File: src/rtl/spi_byte_engine.sv
// Byte-wide SPI mode-0 master: shifts one byte MSB-first at a selectable SCLK rate
// and keeps a running CRC16-CCITT over either the sent or the received bits.
module spi_byte_engine #(
    parameter int DIV_SLOW = 32,
    parameter int DIV_MED  = 8,
    parameter int DIV_FAST = 2
) (
    input  logic        clk,
    input  logic        _reset,
    input  logic        start_write,
    input  logic        start_read,
    input  logic [7:0]  shift_in,
    input  logic [1:0]  speed,
    input  logic        crc_reset,
    input  logic        crc_source,
    input  logic        miso,
    output logic [7:0]  shift_out,
    output logic [15:0] crc_out,
    output logic        mosi,
    output logic        sclk,
    output logic        busy
);

    localparam int DIV_MAX = (DIV_SLOW > DIV_MED)
                           ? ((DIV_SLOW > DIV_FAST) ? DIV_SLOW : DIV_FAST)
                           : ((DIV_MED > DIV_FAST) ? DIV_MED : DIV_FAST);
    localparam int CW = $clog2(DIV_MAX + 1);

    localparam logic [1:0] ST_IDLE = 2'd0;
    localparam logic [1:0] ST_LOW  = 2'd1;
    localparam logic [1:0] ST_HIGH = 2'd2;

    logic [1:0]    state;
    logic [7:0]    tx;
    logic [7:0]    rx;
    logic [2:0]    bit_idx;
    logic [CW-1:0] cnt;
    logic [CW-1:0] half;
    logic          src;

    logic [CW-1:0] half_sel;
    logic [7:0]    load_byte;
    logic          rise;
    logic          crc_bit;

    function automatic logic [15:0] crc_step(input logic [15:0] c, input logic d);
        return {c[14:0], 1'b0} ^ ((c[15] ^ d) ? 16'h1021 : 16'h0000);
    endfunction

    always_comb begin
        half_sel = CW'(1);
        case (speed)
            2'b00:   half_sel = CW'(DIV_SLOW);
            2'b01:   half_sel = CW'(DIV_MED);
            2'b10:   half_sel = CW'(DIV_FAST);
            default: half_sel = CW'(1);
        endcase
    end

    assign load_byte = start_write ? shift_in : 8'hFF;
    assign rise      = (state == ST_LOW) && (cnt == '0);
    assign crc_bit   = src ? miso : tx[bit_idx];
    assign busy      = (state != ST_IDLE);

    always_ff @(posedge clk or negedge _reset) begin
        if (!_reset) begin
            state     <= ST_IDLE;
            tx        <= 8'hFF;
            rx        <= 8'hFF;
            bit_idx   <= 3'd7;
            cnt       <= '0;
            half      <= CW'(1);
            src       <= 1'b0;
            sclk      <= 1'b0;
            mosi      <= 1'b1;
            shift_out <= 8'hFF;
        end else begin
            case (state)
                ST_IDLE: begin
                    if (start_write || start_read) begin
                        tx      <= load_byte;
                        mosi    <= load_byte[7];
                        half    <= half_sel;
                        cnt     <= half_sel - CW'(1);
                        src     <= crc_source;
                        bit_idx <= 3'd7;
                        state   <= ST_LOW;
                    end
                end
                ST_LOW: begin
                    if (cnt == '0) begin
                        sclk        <= 1'b1;
                        rx[bit_idx] <= miso;
                        cnt         <= half - CW'(1);
                        state       <= ST_HIGH;
                    end else begin
                        cnt <= cnt - CW'(1);
                    end
                end
                ST_HIGH: begin
                    if (cnt == '0) begin
                        sclk <= 1'b0;
                        if (bit_idx == 3'd0) begin
                            shift_out <= rx;
                            state     <= ST_IDLE;
                        end else begin
                            // next data bit goes out on the falling edge, a full half-period ahead of its rise
                            bit_idx <= bit_idx - 3'd1;
                            mosi    <= tx[bit_idx - 3'd1];
                            cnt     <= half - CW'(1);
                            state   <= ST_LOW;
                        end
                    end else begin
                        cnt <= cnt - CW'(1);
                    end
                end
                default: state <= ST_IDLE;
            endcase
        end
    end

    // clearing wins over a bit landing in the same cycle
    always_ff @(posedge clk or negedge _reset) begin
        if (!_reset)
            crc_out <= 16'h0000;
        else if (crc_reset)
            crc_out <= 16'h0000;
        else if (rise)
            crc_out <= crc_step(crc_out, crc_bit);
    end

endmodule

File: config.mk
export PLATFORM = sky130hd
export DESIGN_NAME = spi_byte_engine
export DESIGN_NICKNAME = d
export VERILOG_FILES = /design/src/rtl/spi_byte_engine.sv
export SDC_FILE = /design/constraint.sdc
export NUM_CORES = 1
export LEC_CHECK = 0
export ABC_AREA = 1
export ABC_CLOCK_PERIOD_IN_PS = 6000
export CORE_AREA = 2 2 91 93
export DETAILED_ROUTE_END_ITERATION = 7
export DIE_AREA = 0 0 93 95
export DONT_BUFFER_PORTS = 1
export MAX_ROUTING_LAYER = met4
export PLACE_DENSITY = 0.56
export SLEW_MARGIN = 20
export SYNTH_ARGS = -nofsm -noshare
export SYNTH_HDL_FRONTEND = slang
export SYNTH_SLANG_ARGS = --single-unit
File: constraint.sdc
create_clock -name clk -period 6 [get_ports clk]
set_clock_uncertainty 0.05 [all_clocks]
set_input_delay 0.6 -clock clk [delete_from_list [all_inputs] [get_ports clk]]
set_output_delay 0.6 -clock clk [all_outputs]
set_load 0.03 [all_outputs]
; ---- After elaboration in Yosys (flattened, before gate mapping)
; Index checks and enable logic that the tools add are counted.
[op_classes]
n_addsub = 4
order_cmp = 3
n_eq_ne = 9
mux = 34
n_bitwise = 2
n_reduce_logical = 19
[ops]
columns = op, count
row1 = $pmux 6 s3, 2
row2 = $mux 16, 2
row3 = $mux 6, 4
row4 = $sub 6x1->6 const B, 3
row5 = $xor 16x13->16, 1
row6 = $mux 13, 1
row7 = $reduce_and 3->1, 4
row8 = $mux 1, 10
row9 = $mux 3, 3
row10 = $bwmux 8, 1
row11 = $lt 3x4->1 const B, 2
row12 = $mux 8, 1
row13 = $reduce_bool 2->1, 4
row14 = $bmux 1 s3, 2
row15 = $logic_not 6->1, 1
row16 = $mux 2, 3
row17 = $ne 2x2->1 const B, 3
row18 = $pmux 2 s3, 1
row19 = $pmux 3 s2, 1
row20 = $eq 2x1->1 const B, 2
row21 = $eq 2x2->1 const B, 2
row22 = $logic_not 2->1, 2
row23 = $pmux 1 s2, 2
row24 = $reduce_and 2->1, 2
row25 = other kinds (11), 12
[totals]
register_bits = 60
out_inout_bits = 27
elab_cells = 82

; ---- Logic depth before layout (Yosys ltp)
; Gate-level depths: netlist (run 1).
[depth]
word_depth = 8
mapped_depth = 14
ltp_nobuf = 13

; ---- Worst setup path before layout (run 1)
; Ideal clock, no wire load.
[synth_path]
kind = reg-to-reg
start = register state[0]
end = register cnt[4]
arrival_ns = 1.758
required_time_ns = 5.829
path_slack_ns = 4.071
stages_incl_launch_ff = 13
n_path_buf = 1
path_cell_list = dfrtp_1 > inv_1 > ha_1 > buf_2 > inv_1 > nor2_1 > o21ai_0 > nand2_1 > ha_1 > inv_1 > a21oi_1 > nand3_2 > xor2_1
[synth_via]
elab_chain_cells = 3
elab_cells_between_ends = 8
cone_classes = 4 x eq/ne / 1 x mux / 3 x reduce/logical
[synth_lines]
columns = item, line_no
row1 = start: declaration, 33  ; logic [1:0] state;
row2 = start signal: assignment, 67  ; state <= ST_IDLE;
row3 = start signal: assignment, 87  ; state <= ST_LOW;
row4 = start signal: assignment, 95  ; state <= ST_HIGH;
row5 = $eq 2x2->1 (tied with other cells), 78  ; case (state)
row6 = $ne 3x3->1 (no line) (tied with other cells), -
row7 = $reduce_and 3->1 (no line), -
row8 = end signal: assignment, 84  ; cnt <= half_sel - CW'(1);
row9 = end signal: assignment, 94  ; cnt <= half - CW'(1);
row10 = end signal: assignment, 97  ; cnt <= cnt - CW'(1);
row11 = end: declaration, 37  ; logic [CW-1:0] cnt;
; Parallel ways exist; a longest one is shown, timed or not.
; A chain may end at the register's enable or synchronous reset.

; ---- Worst setup path in the final report (run 1)
[layout_path]
start = register cnt[5]
end = register crc_out[15]
[layout_via]
elab_chain_cells = 3
[layout_lines]
columns = item, line_no
row1 = $logic_not 6->1, 61  ; assign rise = (state == ST_LOW) && (cnt == '0);
row2 = $logic_and 1x1->1, 61
row3 = $reduce_bool 2->1 (no line), -
row4 = end signal: assignment, 129  ; crc_out <= crc_step(crc_out, crc_bit);
row5 = end: declaration, 18  ; output logic [15:0] crc_out,
; No other way between the ends.

==> flow_metrics.env, run 1 <==
export IMPL_status="finished clean"
export IMPL_cap_viol_max_count=0
export IMPL_h_tree_depth=3
export IMPL_post_drt_wl_per_cell_um=13.5
export IMPL_layout_area_growth_over_synthesis_pct=9.94
export IMPL_p_sw_share_pct=38.7
export IMPL_floorplan_rows=33
export IMPL_grt_pass1_wl_um=10700
export IMPL_hold_worst_slack_ps=36.4
export IMPL_depth_of_the_worst_register_to_register_path=7
export IMPL_diodes=0
export IMPL_final_hold_violating_endpoints=0
export IMPL_ir_drop_v=0.000187
export IMPL_worst_endpoint_required_ps=6210
export IMPL_timing_worst_slew_pin_value_ps=755
export IMPL_worst_slack_ps=3720
export IMPL_timing_critical_path_arrival_ps=2490
export IMPL_finish_net_count=377
export IMPL_detailedPlacementHpwl_um=4430
export IMPL_largest_net_degree_at_the_start_of_global_routing=31
export IMPL_synth_avg_cell_area_um2=8.33
export IMPL_dpl_worst_slack_ps=3710
export IMPL_die_width_um=93
export IMPL_via_count=2220
export IMPL_detail_route_wirelength_um=6270
export IMPL_worstHoldPathType="primary input to async pin"
export IMPL_power_leakage_nw=1.54
export IMPL_floorplan_io_pins=44
export IMPL_clockBufferDepth=2
export IMPL_port_buffers=0
export IMPL_gp_congestion=0.812
export IMPL_max_freq_mhz=438
export IMPL_pwr_share_clk_pct=25.8
export IMPL_share_comb_of_total_power_pct=32.8
export IMPL_layout_drive_gt1_share_pct=16.5
export IMPL_slew_headroom_pct=49.5
export IMPL_grt_antenna_before_repair=0
export IMPL_yosys_cell_types_count=30
export IMPL_detailedRoute_firstIterationViolations=94
export IMPL_die_area_mm2=0.00884
export IMPL_ys_seq_elements=58
export IMPL_route_detailed_drc=0
export IMPL_number_of_cells_in_the_finished_layout_apart_from_fillers=463
export IMPL_grt_pass1_vias=2208
export IMPL_power_switching_w=0.000543
export IMPL_root_buffer="sky130_fd_sc_hd__clkbuf_8"
export IMPL_combinational_family_with_the_most_area_after_synthesis="simple AND/OR/NAND/NOR gates"
export IMPL_pre_repair_dr_iteration_count=4
export IMPL_synthXorXnorAreaFrac_pct=0.603
export IMPL_worst_setup_path_end_kind="flip-flop"
export IMPL_yosys_area_share_adder_pct=3.01
export IMPL_netlist_area_mm2=0.00291
export IMPL_drt_antenna_violating_nets=0
export IMPL_setup_tns_final_ps=0
export IMPL_muxShareOfSynthArea_pct=0
export IMPL_clock_insertion_delay_worst_skew_ps=340
export IMPL_rsz0062_at_grt="false"
export IMPL_min_period_over_period_pct=38.1
export IMPL_numPlacedInstances=446
export IMPL_drv_slew=0
export IMPL_yosys_warnings=0
export IMPL_cts_resized=0
export IMPL_setup_violations_final=0
export IMPL_power_sequential_fraction_pct=41.4
export IMPL_final_min_clock_period_ps=2280
export IMPL_grt_overflow=0
export IMPL_syn_instance_count=349
export IMPL_routed_via_density=4.79
export IMPL_clkSinkCount=58
export IMPL_track_usage_pct=16.3
export IMPL_seq_area_frac_synth_pct=51.2
export IMPL_mostFrequentLayoutCells="sky130_fd_sc_hd__nand2_1, sky130_fd_sc_hd__inv_1, sky130_fd_sc_hd__dfstp_2, sky130_fd_sc_hd__dfrtp_1, sky130_fd_sc_hd__o21ai_0"
export IMPL_effective_utilization_at_floorplan_pct=36.7
export IMPL_synth_area_in_compound_gates_pct=12.0
export IMPL_design_core_area_mm2=0.00793
export IMPL_layout_commonest_cell="sky130_fd_sc_hd__nand2_1"
export IMPL_start_kind="flip-flop"
export IMPL_timing_worst_setup_path_type="flip-flop to flip-flop"
export IMPL_die_height_um=95
export IMPL_clkTransAtPathRegs_ps=70
export IMPL_worstPathMaxFanout=11
export IMPL_intPower_w=0.000859
export IMPL_syn_nets=373
export IMPL_cts_tree="built"
export IMPL_cts_inserted_buffers=9
export IMPL_fraction_of_the_mapped_netlist_area_in_simple_logic_gates_pct=24.7
export IMPL_power_density_mw_per_mm2=439
-- power by group through the flow --
stage	Sequential [W]	Clock [W]	Combinational [W]
3_5_place_dp	0.000585	0	0.000455
6_report	0.000581	0.000362	0.000460
5_1_grt	0.000593	0.000390	0.000535
2_1_floorplan	0.000561	0	0.000381
4_1_cts	0.000581	0.000373	0.000462
3_3_place_gp	0.000585	0	0.000449
-- kinds of logic after synthesis --
family	after synthesis
AO/OA/AOI/OAI	61
flip-flops	58
AND/OR/NAND/NOR	162
XOR/XNOR	2
adder cells (fa/ha/maj)	7
buffers and inverters	59
-- layout make-up --
class | count | area (µm²)
flip-flops and latches | 58 | 1490
fillers | 817 | 4730
well taps | 105 | 131
inverters | 51 | 191
repair buffers | 1 | 20.0
multi-input cells | 232 | 1170
clock inverters | 6 | 56.3
clock buffers | 10 | 138
-- state kept, by name, summed over array words and instances (netlist names), 2 cells and up --
name and count:
cnt 6, rx 8, state 2, half 4
crc_out 16, tx 8, bit_idx 3, shift_out 8
-- critical path, stage by stage (launching register included) --
cell and delay [ps]:
sky130_fd_sc_hd__dfrtp_1 400, sky130_fd_sc_hd__nor2_1 150, sky130_fd_sc_hd__nand3_2 200, sky130_fd_sc_hd__nor2_1 630, sky130_fd_sc_hd__inv_1 210, sky130_fd_sc_hd__nor2_4 190
sky130_fd_sc_hd__inv_1 200, sky130_fd_sc_hd__o22ai_1 170
-- Yosys cell counts (all sizes together) --
cell    number  share of area, %
clkbuf       1              0.13
xor2         1              0.30
a21oi       13               2.4
nand3       20               3.8
clkinv       1              0.13
a22oi        3              0.77
nand4        8               1.7
o21ai       27               4.6
nor3         2               1.1
ha           7               3.0
a31oi        2              0.43
o22ai       12               2.6
or2          1              0.22
o22a         3              0.90
o211ai       1              0.26
dfrtp       29                25
nor2        23               3.7
buf          7               1.8
nand2      108                14
xnor2        1              0.30
dfstp       29                26
inv         50               6.5
-- worst paths after layout --
check	from	end	slack, ps
worst min-delay path	_reset	half[5]	40
worst min register to register	rx[5]	shift_out[5]	410
max in group asynchronous	_reset	cnt[1]	5680
min in group clk	start_write	tx[7]	260
worst max register to register	cnt[5]	crc_out[15]	3720
worst max-delay path	cnt[5]	crc_out[15]	3720
-- routing by layer --
layer	share of wire [%]	wire [µm]	track usage, %
met5	0	0	-
met4	1.8	113	7.72
met3	3.6	224	4.15
met2	49	3050	25.0
met1	46	2880	20.3
-- through the flow --
stage / total power, W / util, % / cell area, µm²
3_5_place_dp: 0.00104 / 37.6 / 2980
4_1_cts: 0.00142 / 40.3 / 3200
3_3_place_gp: 0.00103 / 37.6 / 2980
2_1_floorplan: 0.000942 / - / 2910
5_1_grt: 0.00152 / 40.3 / 3200
6_report: 0.00140 / 40.3 / 3200
-- what timing repair did --
item	4_1_cts	5_1_grt
endpoints found under the hold margin	29	0
setup buffers	0	0
hold buffers	1	0
(Power assumes the default switching activity.)
==> inputs of run 2 (changes only) <==
--- a/config.mk
+++ b/config.mk
@@ -6,7 +6,7 @@
 export NUM_CORES = 1
 export LEC_CHECK = 0
 export ABC_AREA = 1
-export ABC_CLOCK_PERIOD_IN_PS = 6000
+export ABC_CLOCK_PERIOD_IN_PS = 2300
 export CORE_AREA = 2 2 91 93
 export DETAILED_ROUTE_END_ITERATION = 7
 export DIE_AREA = 0 0 93 95
==> constraint.sdc (replaced) <==
create_clock -name clk -period 2.3 [get_ports clk]
set_clock_uncertainty 0.05 [all_clocks]
set_input_delay 0.23 -clock clk [delete_from_list [all_inputs] [get_ports clk]]
set_output_delay 0.23 -clock clk [all_outputs]
set_load 0.03 [all_outputs]
==> run 2 against run 1 <==
Against the previous run:
- largest cell class unchanged
- die area unchanged
- register-to-register slack worse by 3500 ps
- sequential power rose to 2.6 times the previous value
- power increased to 2.8 times the previous value
- via count up 3.1%
- clock-buffer cell count up 1
- flip-flop and latch count is the same
- first-iteration DRC count up 12%
- wire length rose by 2.3%
- worst hold slack got worse by 24 ps
==> flow_metrics.env, run 2 (synthesis gave the netlist of run 1 again) <==
export IMPL_timing_worst_slew_pin_value_ps=404
export IMPL_rsz0062_at_grt="false"
export IMPL_floorplan_io_pins=44
export IMPL_grt_pass1_wl_um=11000
export IMPL_power_density_mw_per_mm2=1150
export IMPL_route_detailed_drc=0
export IMPL_worst_endpoint_required_ps=2470
export IMPL_setup_tns_final_ps=0
export IMPL_die_area_mm2=0.00884
export IMPL_gp_congestion=0.799
export IMPL_worstPathMaxFanout=9
export IMPL_design_core_area_mm2=0.00793
export IMPL_diodes=0
export IMPL_worst_setup_path_end_kind="flip-flop"
export IMPL_pwr_share_clk_pct=29.1
export IMPL_power_sequential_fraction_pct=38.1
export IMPL_family_of_cells_with_the_greatest_summed_delay_on_the_critical_path="adder cells"
export IMPL_drv_slew=0
export IMPL_drt_antenna_violating_nets=0
export IMPL_mostFrequentLayoutCells="sky130_fd_sc_hd__nand2_1, sky130_fd_sc_hd__inv_1, sky130_fd_sc_hd__dfstp_2, sky130_fd_sc_hd__dfrtp_1, sky130_fd_sc_hd__o21ai_0"
export IMPL_share_comb_of_total_power_pct=32.9
export IMPL_ir_drop_v=0.000620
export IMPL_layout_drive_gt1_share_pct=17.5
export IMPL_start_kind="flip-flop"
export IMPL_final_hold_violating_endpoints=0
export IMPL_slew_headroom_pct=73.0
export IMPL_clkSinkCount=58
export IMPL_largest_register="crc_out"
export IMPL_clkTransAtPathRegs_ps=70
export IMPL_effective_utilization_at_floorplan_pct=36.7
export IMPL_finish_net_count=396
export IMPL_crit_chain="inv_1 -> ha_4 -> inv_1 -> nor2_1 -> o21ai_0 -> nand2_1 -> ha_1 -> inv_1 -> a21oi_1 -> nand3_2 -> xor2_1"
export IMPL_intPower_w=0.00254
export IMPL_worstHoldPathType="primary input to flip-flop"
export IMPL_dpl_worst_slack_ps=125
export IMPL_via_count=2288
export IMPL_routed_via_density=4.75
export IMPL_largest_net_degree_at_the_start_of_global_routing=59
export IMPL_detail_route_wirelength_um=6410
export IMPL_status="finished clean"
export IMPL_layout_area_growth_over_synthesis_pct=18.7
export IMPL_p_sw_share_pct=36.2
export IMPL_worst_slack_ps=265
export IMPL_grt_overflow=0
export IMPL_pre_repair_dr_iteration_count=4
export IMPL_die_width_um=93
export IMPL_cp_slowest_cell="sky130_fd_sc_hd__dfrtp_1"
export IMPL_area_after_detailed_placement_mm2=0.00301
export IMPL_cts_inserted_buffers=9
export IMPL_setup_violations_final=0
export IMPL_port_buffers=0
export IMPL_power_switching_w=0.00144
export IMPL_number_of_cells_in_the_finished_layout_apart_from_fillers=482
export IMPL_detailedPlacementHpwl_um=4390
export IMPL_crit_buf_inv=3
export IMPL_track_usage_pct=16.5
export IMPL_floorplan_rows=33
export IMPL_slowest_delay_ps=370
export IMPL_clockBufferDepth=2
export IMPL_timing_critical_path_arrival_ps=2200
export IMPL_cts_post_setup_buffers_inserted=0
export IMPL_power_leakage_nw=1.64
export IMPL_cts_tree="built"
export IMPL_final_min_clock_period_ps=2030
export IMPL_postLayoutCoreUtil_pct=43.5
export IMPL_grt_antenna_before_repair=0
export IMPL_cp_common_cell="sky130_fd_sc_hd__inv_1"
export IMPL_post_drt_wl_per_cell_um=13.3
export IMPL_h_tree_depth=3
export IMPL_min_period_over_period_pct=88.5
export IMPL_layout_commonest_cell="sky130_fd_sc_hd__nand2_1"
export IMPL_clock_insertion_delay_worst_skew_ps=340
export IMPL_numPlacedInstances=450
export IMPL_largest_register_ff_count=16
export IMPL_timing_worst_setup_path_type="flip-flop to flip-flop"
export IMPL_cap_viol_max_count=0
export IMPL_die_height_um=95
export IMPL_postLayoutCellArea_mm2=0.00345
export IMPL_detailedRoute_firstIterationViolations=105
export IMPL_grt_pass1_vias=2378
export IMPL_root_buffer="sky130_fd_sc_hd__clkbuf_8"
export IMPL_max_freq_mhz=491
-- run 2: power by group through the flow --
stage	clock, W	sequential (W)	combinational, W
floorplan	0	0.00146	0.000993
global route	0.00124	0.00155	0.00151
finish	0.00116	0.00152	0.00131
detailed placement	0	0.00153	0.00120
global placement	0	0.00153	0.00119
CTS	0.00119	0.00152	0.00128
-- run 2: routing by layer --
| layer | wire length, µm | track usage (%) | up-vias |
|---|---|---|---|
| li1 | - | - | 1171 |
| met1 | 2830 | 18.6 | 1065 |
| met2 | 3150 | 27.8 | 41 |
| met3 | 326 | 4.39 | 11 |
| met4 | 102 | 7.35 | 0 |
| met5 | 0 | - | - |
-- run 2: final timing paths --
kind,endpoint,startpoint,slack [ps],depth (start not counted)
max,cnt[4],state[1],270,11
max reg2reg,cnt[4],state[1],270,11
min,half[5],speed[0],10,3
min reg2reg,shift_out[1],rx[1],410,2
max in group asynchronous,half[0],_reset,1520,2
min in group asynchronous,crc_out[1],_reset,390,2
-- run 2: final cells by class --
cell class / instances / area [µm²]
Multi-Input combinational cell: 232 / 1190
Sequential cell: 58 / 1490
Fill cell: 808 / 4480
Clock inverter: 5 / 101
Inverter: 51 / 195
Tap cell: 105 / 131
Clock buffer: 11 / 141
Timing Repair Buffer: 20 / 208
-- run 2: worst reg2reg max path, delay by kind of cell, from the launching register on --
family,cells,cell delay (ps)
adders and majority gates,2,500
DFF,1,370
and+or+nand+nor,3,300
AOI/OAI and AO/OA,2,280
buffers and inverters,3,240
xor gates and xnor gates,1,180
-- run 2: what timing repair did --
| item | 4_1_cts | 5_1_grt |
|---|---|---|
| gates resized for setup | 0 | 4 |
| hold buffers | 16 | 0 |
| setup endpoints to repair | 0 | 3 |
| hold endpoints to repair | 71 | 0 |
-- run 2: per-stage QoR --
stage,total power (W),hold WS [ps]
finish,0.00398,12.5
global route,0.00430,28.2
CTS,0.00398,2.19
detailed placement,0.00273,-113
global placement,0.00272,-112
floorplan,0.00246,-116
==> inputs of run 3 (changes only) <==
--- a/config.mk
+++ b/config.mk
@@ -11,8 +11,10 @@
 export DETAILED_ROUTE_END_ITERATION = 7
 export DIE_AREA = 0 0 93 95
 export DONT_BUFFER_PORTS = 1
+export GPL_TIMING_DRIVEN = 0
 export MAX_ROUTING_LAYER = met4
 export PLACE_DENSITY = 0.56
+export RECOVER_POWER = 25
 export SLEW_MARGIN = 20
 export SYNTH_ARGS = -nofsm -noshare
 export SYNTH_HDL_FRONTEND = slang
==> run 3 against run 2 <==
Against the previous run:
- largest power group unchanged
- critical path type unchanged
- cell count rose by 0.83%
- flip-flop and latch count did not move
- combinational power fell by 3%
- first-iteration DRC count shrank 30%
- core utilization decreased by 0.30 points
- via count down 0.61%
- wire length is 4.1% lower
- worst hold slack better by 0.61 ps
- power decreased by 3.4%
- largest cell class unchanged
- design area is 0.69% lower
- setup slack worse by 64 ps
==> flow_metrics.env, run 3 (synthesis gave the netlist of run 1 again) <==
export IMPL_status="finished clean"
export IMPL_cts_inserted_buffers=9
export IMPL_postLayoutCellArea_mm2=0.00343
export IMPL_numPlacedInstances=454
export IMPL_diodes=0
export IMPL_floorplan_rows=33
export IMPL_timing_critical_path_arrival_ps=2280
export IMPL_depth_of_the_worst_register_to_register_path=10
export IMPL_number_of_cells_in_the_finished_layout_apart_from_fillers=486
export IMPL_worstPathMaxFanout=9
export IMPL_cp_slowest_cell="sky130_fd_sc_hd__dfrtp_1"
export IMPL_cap_viol_max_count=0
export IMPL_final_hold_violating_endpoints=0
export IMPL_post_drt_wl_per_cell_um=12.6
export IMPL_die_height_um=95
export IMPL_layout_drive_gt1_share_pct=17.8
export IMPL_setup_violations_final=0
export IMPL_worst_setup_path_end_kind="flip-flop"
export IMPL_design_core_area_mm2=0.00793
export IMPL_route_detailed_drc=0
export IMPL_min_period_over_period_pct=91.2
export IMPL_finish_net_count=400
export IMPL_max_freq_mhz=477
export IMPL_clock_insertion_delay_worst_skew_ps=340
export IMPL_worstHoldPathType="primary input to flip-flop"
export IMPL_die_area_mm2=0.00884
export IMPL_largest_register_ff_count=16
export IMPL_drv_slew=0
export IMPL_min_to="half[0]"
export IMPL_area_after_detailed_placement_mm2=0.00304
export IMPL_layout_area_growth_over_synthesis_pct=17.9
export IMPL_track_usage_pct=15.8
export IMPL_slew_headroom_pct=3.02
export IMPL_setup_tns_final_ps=0
export IMPL_routed_via_density=4.68
export IMPL_clockBufferDepth=2
export IMPL_layout_commonest_cell="sky130_fd_sc_hd__nand2_1"
export IMPL_die_width_um=93
export IMPL_drt_antenna_violating_nets=0
export IMPL_mostFrequentLayoutCells="sky130_fd_sc_hd__nand2_1, sky130_fd_sc_hd__inv_1, sky130_fd_sc_hd__dfstp_2, sky130_fd_sc_hd__dfrtp_1, sky130_fd_sc_hd__o21ai_0"
export IMPL_effective_utilization_at_floorplan_pct=36.7
export IMPL_final_min_clock_period_ps=2100
export IMPL_via_count=2274
export IMPL_clkSinkCount=58
export IMPL_timing_worst_slew_pin_value_ps=1450
export IMPL_pre_repair_dr_iteration_count=4
export IMPL_start_kind="flip-flop"
export IMPL_startpoint_of_the_lowest_slack_register_to_register_path="state[0]"
export IMPL_detailedRoute_firstIterationViolations=74
export IMPL_gp_congestion=0.820
export IMPL_crit_reg2reg_capture="cnt[4]"
export IMPL_hold_start="speed[1]"
export IMPL_port_buffers=0
export IMPL_largest_net_degree_at_the_start_of_global_routing=59
export IMPL_ir_drop_v=0.000518
export IMPL_detail_route_wirelength_um=6150
export IMPL_cts_tree="built"
export IMPL_power_density_mw_per_mm2=1120
export IMPL_root_buffer="sky130_fd_sc_hd__clkbuf_8"
export IMPL_timing_reg2reg_setup_slack_ps=200
export IMPL_power_leakage_nw=1.65
export IMPL_worst_endpoint_required_ps=2480
export IMPL_grt_pass1_wl_um=10400
export IMPL_rsz0062_at_grt="false"
export IMPL_largest_register="crc_out"
export IMPL_cts_post_setup_buffers_inserted=0
export IMPL_clkTransAtPathRegs_ps=70
export IMPL_floorplan_io_pins=44
export IMPL_timing_worst_setup_path_type="flip-flop to flip-flop"
export IMPL_grt_overflow=0
export IMPL_detailedPlacementHpwl_um=4380
export IMPL_h_tree_depth=3
export IMPL_grt_pass1_vias=2265
export IMPL_min_delay_path_depth=2
export IMPL_slowest_delay_ps=370
export IMPL_grt_antenna_before_repair=0
export IMPL_crit_chain="inv_1 -> ha_1 -> clkbuf_4 -> nor2_1 -> a21oi_2 -> ha_1 -> inv_1 -> a21oi_2 -> nand3_2 -> xor2_1"
## run 3: routing by layer
layer	wire length [µm]	vias up	track usage (%)
met5	0	-	-
met4	84	0	6.99
met3	265	9	5.03
met2	2910	33	25.0
met1	2890	1049	18.4
li1	-	1183	-
## run 3: stage by stage
stage               worst slack, ps  utilization, %  power [W]  hold WS (ps)
finish                          202            43.2    0.00384          13.1
detailed placement              148            38.3    0.00273          -112
global route                   37.5            43.2    0.00417          15.2
global placement                169            38.3    0.00271          -112
floorplan                       371               -    0.00246          -116
CTS                             142            43.4    0.00388         0.385
## run 3: cell type report
class	instances	area (µm²)
Fill cell	812	4500
Clock buffer	11	151
Clock inverter	5	76.3
Multi-Input combinational cell	232	1170
Sequential cell	58	1490
Buffer	8	58.8
Timing Repair Buffer	16	155
Tap cell	105	131
Inverter	51	191
## run 3: worst max path at each step
stage | from | to | slack (ps) | cells after the start
final | state[0] | cnt[4] | 200 | 10
after global routing | state[0] | cnt[4] | 40 | 12
after CTS | state[0] | cnt[4] | 140 | 10
after detailed placement | state[0] | cnt[4] | 150 | 10
after global placement | state[0] | cnt[4] | 170 | 10
after floorplan | state[0] | cnt[4] | 370 | 12
## run 3: repair_timing
item,CTS,global route
hold buffers,16,0
setup endpoints to repair,0,1
resized for setup,0,2
endpoints found under the hold margin,71,0
## run 3: worst max-delay path: cells and delay by family (launching register included)
kind | cells | cell delay, ps
buf+inv | 3 | 330
compound gates | 2 | 390
flops | 1 | 370
simple gates | 2 | 160
fa+ha+maj | 2 | 510
xor+xnor | 1 | 180
## run 3: power breakdown
group | leakage [nW] | internal [W] | switching, W
combinational | 0.844 | 0.000458 | 0.000814
sequential | 0.688 | 0.00131 | 0.000191
clock | 0.113 | 0.000663 | 0.000411
total | 1.65 | 0.00243 | 0.00142
